**src/rtl/instruction_fetch_unit_if.sv**
```systemverilog
// Bus bundle between the fetch unit, instruction memory and decode.
//   imem_req_*  : valid/ready request carrying a word address
//   imem_resp_* : valid-only response, returned in request order
//   out_*       : {pc, instr} to decode with valid/ready handshake
// master = fetch unit side, slave = memory/decode side.
interface instruction_fetch_unit_if;
  logic        imem_req_valid;
  logic        imem_req_ready;
  logic [31:0] imem_req_addr;
  logic        imem_resp_valid;
  logic [31:0] imem_resp_data;
  logic        out_valid;
  logic        out_ready;
  logic [31:0] out_pc;
  logic [31:0] out_instr;

  modport master (
    output imem_req_valid, imem_req_addr,
    input  imem_req_ready,
    input  imem_resp_valid, imem_resp_data,
    output out_valid, out_pc, out_instr,
    input  out_ready
  );

  modport slave (
    input  imem_req_valid, imem_req_addr,
    output imem_req_ready,
    output imem_resp_valid, imem_resp_data,
    input  out_valid, out_pc, out_instr,
    output out_ready
  );
endinterface

```
**src/rtl/instruction_fetch_unit.sv**
```systemverilog
// Fetch stage: holds the PC, issues in-order word requests to instruction
// memory, buffers returned words with their PC and hands {pc, instr} to decode.
// Branch/jump redirects flush the buffer and squash in-flight responses; the
// ECALL halt flag from decode stops the unit until reset.
// Ports:
//   clk, reset      : clock (rising edge), async active-low reset
//   bus (master)    : imem request/response and decode output handshakes
//   redirect_valid  : taken branch/JAL/JALR this cycle, target redirect_pc
//   halt            : decode says the instruction on out_* halts the core
//   halted          : sticky halt indicator
module instruction_fetch_unit #(
  parameter logic [31:0] RESET_PC   = 32'h0000_0000,
  parameter int          FIFO_DEPTH = 2
) (
  input  logic                             clk,
  input  logic                             reset,
  instruction_fetch_unit_if.master         bus,
  input  logic                             redirect_valid,
  input  logic [31:0]                      redirect_pc,
  input  logic                             halt,
  output logic                             halted
);
  localparam int CW = $clog2(FIFO_DEPTH + 1);
  localparam int PW = (FIFO_DEPTH > 1) ? $clog2(FIFO_DEPTH) : 1;
  localparam logic [CW:0] DEPTH_W = (CW+1)'(FIFO_DEPTH);

  typedef enum logic {RUN = 1'b0, HALT = 1'b1} state_e;

  typedef struct packed {
    logic [31:0] pc;
    logic [31:0] instr;
  } entry_t;

  state_e        state, state_nxt;
  logic [31:0]   fetch_pc, resp_pc, tgt_pc;
  logic [CW-1:0] outstanding, drop_cnt, fifo_count;
  logic [PW-1:0] rd_ptr, wr_ptr;
  entry_t        fifo_mem [FIFO_DEPTH];

  logic req_valid, out_valid, credit;
  logic issue, resp, pop, push, redir, halt_fire;

  function automatic logic [PW-1:0] ptr_inc(input logic [PW-1:0] p);
    return (p == PW'(FIFO_DEPTH - 1)) ? '0 : p + PW'(1);
  endfunction

  // Credit: words in flight plus words buffered never exceed the buffer size,
  // so every response has a slot. Registered values only, no same-cycle pop.
  assign credit = ({1'b0, outstanding} + {1'b0, fifo_count}) < DEPTH_W;
  assign tgt_pc = redirect_pc & 32'hFFFF_FFFC;

  // Next state and handshake qualifiers
  always_comb begin
    state_nxt = state;
    // reset gates the request so nothing is presented while held in reset
    req_valid = reset && (state == RUN) && credit;
    out_valid = (fifo_count != '0) && (state == RUN);
    issue     = req_valid && bus.imem_req_ready;
    resp      = bus.imem_resp_valid;
    pop       = out_valid && bus.out_ready;
    halt_fire = halt && pop;
    // halt wins over a redirect in the same cycle
    redir     = redirect_valid && (state == RUN) && !halt_fire;
    push      = resp && (state == RUN) && !redir && (drop_cnt == '0);
    if (state == RUN && halt_fire)
      state_nxt = HALT;
  end

  always_ff @(posedge clk or negedge reset) begin
    if (!reset) state <= RUN;
    else        state <= state_nxt;
  end

  // PCs and request/drop bookkeeping
  always_ff @(posedge clk or negedge reset) begin
    if (!reset) begin
      fetch_pc    <= RESET_PC;
      resp_pc     <= RESET_PC;
      outstanding <= '0;
      drop_cnt    <= '0;
    end else begin
      outstanding <= outstanding + CW'(issue) - CW'(resp);
      if (redir) begin
        fetch_pc <= tgt_pc;
        resp_pc  <= tgt_pc;
        // everything still owed by memory after this edge is old-path;
        // a same-cycle response is already discarded via !redir on push
        drop_cnt <= outstanding + CW'(issue) - CW'(resp);
      end else begin
        if (issue) fetch_pc <= fetch_pc + 32'd4;
        if (push)  resp_pc  <= resp_pc + 32'd4;
        if (resp && drop_cnt != '0) drop_cnt <= drop_cnt - CW'(1);
      end
    end
  end

  // Instruction buffer
  always_ff @(posedge clk or negedge reset) begin
    if (!reset) begin
      rd_ptr     <= '0;
      wr_ptr     <= '0;
      fifo_count <= '0;
      for (int i = 0; i < FIFO_DEPTH; i++) fifo_mem[i] <= '0;
    end else if (redir) begin
      rd_ptr     <= '0;
      wr_ptr     <= '0;
      fifo_count <= '0;
    end else begin
      if (push) begin
        fifo_mem[wr_ptr] <= '{pc: resp_pc, instr: bus.imem_resp_data};
        wr_ptr           <= ptr_inc(wr_ptr);
      end
      if (pop) rd_ptr <= ptr_inc(rd_ptr);
      fifo_count <= fifo_count + CW'(push) - CW'(pop);
    end
  end

  assign bus.imem_req_valid = req_valid;
  assign bus.imem_req_addr  = fetch_pc;
  assign bus.out_valid      = out_valid;
  assign bus.out_pc         = fifo_mem[rd_ptr].pc;
  assign bus.out_instr      = fifo_mem[rd_ptr].instr;
  assign halted             = (state == HALT);
endmodule

```
**src/flat_wrapper.sv**
```systemverilog
// flat-port wrapper written by rule: the top's interface ports become plain ports
module instruction_fetch_unit_flat 
#(
  parameter logic [31:0] RESET_PC   = 32'h0000_0000,
  parameter int          FIFO_DEPTH = 2
)
  (clk, reset, redirect_valid, redirect_pc, halt, halted, bus_imem_req_valid, bus_imem_req_addr, bus_imem_req_ready, bus_imem_resp_valid, bus_imem_resp_data, bus_out_valid, bus_out_pc, bus_out_instr, bus_out_ready);
  instruction_fetch_unit_if bus_i ();
  input  logic clk;
  input  logic reset;
  input  logic redirect_valid;
  input  logic [31:0] redirect_pc;
  input  logic halt;
  output logic halted;
  output wire logic [$bits(bus_i.imem_req_valid)-1:0] bus_imem_req_valid;
  output wire logic [$bits(bus_i.imem_req_addr)-1:0] bus_imem_req_addr;
  input wire logic [$bits(bus_i.imem_req_ready)-1:0] bus_imem_req_ready;
  input wire logic [$bits(bus_i.imem_resp_valid)-1:0] bus_imem_resp_valid;
  input wire logic [$bits(bus_i.imem_resp_data)-1:0] bus_imem_resp_data;
  output wire logic [$bits(bus_i.out_valid)-1:0] bus_out_valid;
  output wire logic [$bits(bus_i.out_pc)-1:0] bus_out_pc;
  output wire logic [$bits(bus_i.out_instr)-1:0] bus_out_instr;
  input wire logic [$bits(bus_i.out_ready)-1:0] bus_out_ready;
  assign bus_imem_req_valid = bus_i.imem_req_valid;
  assign bus_imem_req_addr = bus_i.imem_req_addr;
  assign bus_i.imem_req_ready = bus_imem_req_ready;
  assign bus_i.imem_resp_valid = bus_imem_resp_valid;
  assign bus_i.imem_resp_data = bus_imem_resp_data;
  assign bus_out_valid = bus_i.out_valid;
  assign bus_out_pc = bus_i.out_pc;
  assign bus_out_instr = bus_i.out_instr;
  assign bus_i.out_ready = bus_out_ready;
  instruction_fetch_unit #(.RESET_PC(RESET_PC), .FIFO_DEPTH(FIFO_DEPTH)) u_core (.clk(clk), .reset(reset), .bus(bus_i), .redirect_valid(redirect_valid), .redirect_pc(redirect_pc), .halt(halt), .halted(halted));
endmodule
```
**config.mk**
```make
export PLATFORM = sky130hd
export DESIGN_NAME = instruction_fetch_unit_flat
export DESIGN_NICKNAME = d
export VERILOG_FILES = /design/src/rtl/instruction_fetch_unit_if.sv /design/src/rtl/instruction_fetch_unit.sv /design/src/flat_wrapper.sv
export SDC_FILE = /design/constraint.sdc
export NUM_CORES = 1
export LEC_CHECK = 0
export BUFFER_PORTS_ARGS = -buffer_cell sky130_fd_sc_hd__clkbuf_2
export CORE_MARGIN = 2
export CORE_UTILIZATION = 45
export CTS_CLUSTER_SIZE = 25
export DETAILED_ROUTE_END_ITERATION = 7
export PLACE_DENSITY = 0.63
export RECOVER_POWER = 25
export SLEW_MARGIN = 20
export SYNTH_ARGS = -nofsm -noshare
export SYNTH_HDL_FRONTEND = slang
export SYNTH_SLANG_ARGS = --single-unit
```
**constraint.sdc**
```tcl
create_clock -name clk -period 5.24 [get_ports clk]
set_clock_uncertainty 0.2 [all_clocks]
set_input_delay 0 -clock clk [delete_from_list [all_inputs] [get_ports clk]]
set_output_delay 0 -clock clk [all_outputs]
set_load 0.03 [all_outputs]
```
==> results of run 1 <==
## synthesized netlist by cell type (19+ instances only)
cell type,instances,share of area
nor2_1,42,0.017
nand4_1,20,0.013
clkbuf_1,31,0.012
o31ai_1,19,0.015
nand3_1,34,0.018
a31oi_1,38,0.025
inv_1,20,0.0079
nand2_1,30,0.012
a21oi_1,20,0.011
or4_1,23,0.018
dfrtp_1,193,0.51
xnor2_1,19,0.018
mux2_2,187,0.22
## kinds of logic (layout without fill, tap and decap cells)
logic type,after synthesis,count (layout)
AOI/OAI and AO/OA,109,109
adders and majority gates,8,8
xor gates and xnor gates,25,25
other,1,4
and+or+nand+nor,214,214
muxes,188,188
DFF,193,193
buffers and inverters,70,301
## critical path: cells and delay by family, from the launching register on
kind          cells  cell delay [ns]
simple gates      3             1.08
mux               1             0.59
buf+inv           2             0.93
flops             1             0.49
## flip-flops by register name, summed over array words and instances (netlist names)
signal and cells:
u_core.bus.imem_req_addr 30, u_core.drop_cnt 2, u_core.fifo_count 2, u_core.fifo_mem 124
u_core.halted 1, u_core.outstanding 2, u_core.rd_ptr 1, u_core.resp_pc 30
u_core.wr_ptr 1
## metrics by stage
stage	hold slack [ns]	utilization	instances
detailed placement	-0.214	0.504	1206
CTS	0.00172	0.574	1317
floorplan	-0.496	-	811
global route	0.141	0.570	1317
global placement	-0.218	0.504	1206
finish	0.0993	0.570	1317
## routing by layer
layer	track usage	up-vias	share of wire
li1	-	3444	-
met1	0.301	3585	0.47
met2	0.340	199	0.47
met3	0.0333	24	0.048
met4	0.0610	0	0.015
met5	0	-	0
## where the power goes
part	total (mW)	switching (mW)	internal, mW
Clock	1.44	0.599	0.837
Combinational	3.19	1.87	1.32
Sequential	2.68	0.557	2.13
## how the worst min path moves through the flow
stage,start,endpoint,slack [ns],cells after the start
final,redirect_valid,u_core.resp_pc[28],0.1,6
after CTS,reset,u_core.resp_pc[17],0.002,3
after detailed placement,reset,u_core.fifo_mem[49],-0.21,1
after floorplan,reset,u_core.bus.imem_req_addr[10],-0.50,0
after global placement,reset,u_core.fifo_mem[49],-0.22,1
after global routing,redirect_valid,u_core.resp_pc[28],0.14,6
## repair_timing
action,CTS,global route
hold buffers,79,0
hold endpoints to repair,178,0
endpoints found under the setup margin,0,0
## cell type report
cell class,count,area (µm²),area share
Clock inverter,13,196,0.0165
Sequential cell,193,4830,0.407
Inverter,20,75.1,0.00632
Tap cell,275,344,0.0290
Timing Repair Buffer,249,1610,0.136
Multi-Input combinational cell,548,4370,0.368
Clock buffer,19,453,0.0381
==> results.txt, run 1 <==
DRT iter0 DRCs: 428
clock buffer depth: 2
worst skew pair latency: 0.44 ns
# IOs: 170
commonest non-fill, non-tap cell in the layout: dfrtp_1
Pre-antenna DRT Iters: 4
global-route wire length before repair: 37000 µm
CTS tree: built
TritonCTS Buffers: 17
Final period util: 0.680
# diodes: 0
slowest library cell on the worst path: nand3_4
Crit. End Element: register
post-cts sizing count: 0
Cells after Synth: 808
total of max-cap violations: 2
f_max: 281 MHz
PD cells: 616 nW/µm²
XOR/XNOR share of the synthesized area: 0.0232
simple-gate share of the synthesized area: 0.124
Synth warnings: 0
final setup fails: 0
# fillers: 1786
Post-DP Area: 10500 µm²
Worst Setup SP: u_core.halted
Max stage delay on crit path: 0.94 ns
GRT Total Usage: 0.212
setup TNS: 0 ns
synthesized area: 9450 µm²
compound-gate portion of the synthesized area: 0.0754
port bufs: 163
Yosys reg bits: 193
Slew Limit Fails: 121
Clock Tree Root: clkbuf_16
post-route ant nets: 0
Final min period: 3.56 ns
synthesized area per cell: 11.7 µm²
Starting Density: 0.454
R2R Setup Slk: 1.68 ns
Crit Path Class: register to register
Critical Path AT: 3.68 ns
unrepaired setup endpoints after global routing: no
vias: 7252
clock sink count: 193
largest family of logic cells by synthesized area: multiplexers
largest net degree at the start of global routing: 101
Area Growth Syn to Fin: 25.7%
PnR worst setup slack: 1.68 ns
htree depth: 4
Routed WL per cell: 17.4 µm
DPL Wire Length: 14700 µm
crit path cell chain: nor2b_1 > buf_4 > nand2_4 > buf_4 > nand3_4 > mux2_2
Worst Tran Pin Value: 2.64 ns
Post-CTS Setup Bufs: 0
crit path to: u_core.fifo_mem[54]
post-synthesis adder-cell area fraction: 0.0114
Reg-to-Reg End: u_core.fifo_mem[54]
die height: 149 µm
number of global-route vias before repair: 7012
Total Nets Final: 1108
mux cell area share after synthesis: 0.224
die area: 22200 µm²
most frequent cells in the layout: dfrtp_1 (192), mux2_2 (187), clkbuf_2 (132)
FF-to-FF path depth: 6
ys flop type: dfrtp_1
global route overflow: 0
post-route cell area: 11900 µm²
crit path max fanout: 100
vias per cell: 5.51
maximum vdd drop: 338 µV
Post-Place Setup Slack: 1.70 ns
violated checks: capacitance limit, slew limit
Crit path top cell by count: buf_4
total power: 7.31 mW
Post-synth ARST share: 1.00
routability cong.: 0.847
Netlist cell types: 46
antenna violations before repair: 0
Worst slew margin: -0.758
Horiz. Die Dim: 149 µm
Std-Cell Rows: 53
Seq/Total Area, Yosys: 0.511
drt drc: 0
EDFF count, synth: 0
Leakage: 5.20 nW
Reg-to-Reg Start: u_core.halted
worst endpoint required time: 5.35 ns
Final Hold Fails: 0
layout cells sized above 1: 0.353
HP Class: input port to register
status: finished with violations
clock slew at the register clock pins of the worst setup and hold paths: 0.07 ns
core area: 20800 µm²
CP Launch Type: register
total wire length: 22900 µm
No activity file was read; power rests on OpenSTA's default activity.
==> inputs of run 2 (changes only) <==
==> constraint.sdc (replaced) <==
create_clock -name clk -period 3.5 [get_ports clk]
set_clock_uncertainty 0.2 [all_clocks]
set_input_delay 0 -clock clk [delete_from_list [all_inputs] [get_ports clk]]
set_output_delay 0 -clock clk [all_outputs]
set_load 0.03 [all_outputs]
==> results.txt, run 2 (same netlist as run 1, synthesis figures left out) <==
status: finished with violations
violated checks: capacitance limit, slew limit
Area Growth Syn to Fin: 25.2%
global route overflow: 0
clock slew at the register clock pins of the worst setup and hold paths: 0.07 ns
vias: 7216
layout cells sized above 1: 0.358
R2R Setup Slk: 0.36 ns
Clock Tree Root: clkbuf_16
Crit. End Element: register
PnR worst setup slack: 0.363 ns
f_max: 319 MHz
total wire length: 23000 µm
total of max-cap violations: 1
global-route wire length before repair: 37300 µm
Hold Path Depth: 3
register name with the most flops: u_core.fifo_mem
Routed WL per cell: 17.5 µm
Final period util: 0.896
Reg-to-Reg Start: u_core.fifo_count[0]
drt drc: 0
max reg flops: 124
Pre-antenna DRT Iters: 6
Total Nets Final: 1104
GRT Total Usage: 0.214
Worst slew margin: -0.341
Post-Place Setup Slack: 0.347 ns
HP Class: input port to register
crit path max fanout: 19
core area: 20800 µm²
most frequent cells in the layout: dfrtp_1 (192), mux2_2 (187), clkbuf_2 (130)
post-cts sizing count: 0
FF-to-FF path depth: 7
post-route ant nets: 0
htree depth: 4
Slew Limit Fails: 35
WHS Endpoint: u_core.fifo_mem[82]
die height: 149 µm
worst endpoint required time: 3.66 ns
Crit Path Class: register to register
Hold Path Origin: bus_imem_resp_data[18]
antenna violations before repair: 0
unrepaired setup endpoints after global routing: no
number of global-route vias before repair: 7081
# diodes: 0
TritonCTS Buffers: 17
routability cong.: 0.869
Critical Path AT: 3.29 ns
final setup fails: 0
vias per cell: 5.50
Horiz. Die Dim: 149 µm
final core utilization: 0.568
Final Hold Fails: 0
CTS tree: built
die area: 22200 µm²
CP Launch Type: register
setup TNS: 0 ns
port bufs: 163
Leakage: 5.18 nW
commonest non-fill, non-tap cell in the layout: dfrtp_1
Final min period: 3.14 ns
DRT iter0 DRCs: 380
clock sink count: 193
Starting Density: 0.454
PD cells: 910 nW/µm²
worst skew pair latency: 0.43 ns
maximum vdd drop: 414 µV
clock buffer depth: 2
Worst Tran Pin Value: 2.01 ns
# IOs: 170
DPL Wire Length: 15100 µm
largest net degree at the start of global routing: 160
Reg-to-Reg End: u_core.bus.imem_req_addr[25]
Std-Cell Rows: 53
run 2: cell types whose count changed in the layout (fill, tap and decap cells not counted), moves of 2 or more:
cell / change
clkbuf_2: -2
clkinvlp_4: +2
clkinv_2: -2
dlygate4sd3_1: -9
buf_4: +4
buf_12: +2
run 2: what timing repair did:
| action | in CTS | in global routing |
|---|---|---|
| hold buffers | 70 | 0 |
| hold endpoints to repair | 323 | 0 |
| buffers inserted | 0 | 0 |
run 2: how the worst max path moves through the flow:
| stage | startpoint | end | slack (ns) | cells past startpoint |
|---|---|---|---|---|
| floorplan | u_core.fifo_count[0] | u_core.drop_cnt[1] | 0.58 | 13 |
| global route | u_core.fifo_count[0] | u_core.bus.imem_req_addr[27] | 0.19 | 7 |
| CTS | u_core.fifo_count[0] | u_core.bus.imem_req_addr[25] | 0.35 | 7 |
| finish | u_core.fifo_count[0] | u_core.bus.imem_req_addr[25] | 0.36 | 7 |
| global placement | u_core.fifo_count[0] | u_core.bus.imem_req_addr[27] | 0.42 | 7 |
| detailed placement | u_core.fifo_count[0] | u_core.bus.imem_req_addr[17] | 0.35 | 7 |
run 2: through the flow:
step	cells	total power [mW]	area (µm²)	hold slack, ns
floorplan	811	7.40	9460	-0.496
global placement	1211	8.65	10600	-0.262
detailed placement	1211	8.73	10600	-0.262
CTS	1313	10.9	11900	0.134
global route	1313	11.5	11800	0.155
finish	1313	10.8	11800	0.152
run 2: area by class of cell:
type / count / area (µm²)
timing repair buffer: 245 / 1590
tap: 275 / 344
clock inverter: 14 / 191
multi-input combinational: 548 / 4370
clock buffer: 18 / 429
inverter: 20 / 75.1
fill: 1772 / 8990
sequential: 193 / 4830
run 2: critical path: stages (launching register included):
cell	delay, ns
dfrtp_1	0.37
inv_1	0.06
nor2_1	0.11
fa_1	0.42
or4b_4	0.54
or3_1	0.63
or4_1	0.55
a31oi_1	0.17
run 2: power by group:
| part | switching (mW) | leakage [nW] | internal, mW |
|---|---|---|---|
| Combinational | 2.75 | 2.58 | 1.91 |
| Clock | 0.898 | 0.298 | 1.15 |
| Sequential | 0.874 | 2.30 | 3.18 |
| Total | 4.52 | 5.18 | 6.25 |
run 2: metal layers:
metal	GRT usage	part of all wire
met1	0.310	0.47
met2	0.326	0.46
met3	0.0407	0.053
met4	0.0643	0.019
met5	0	0
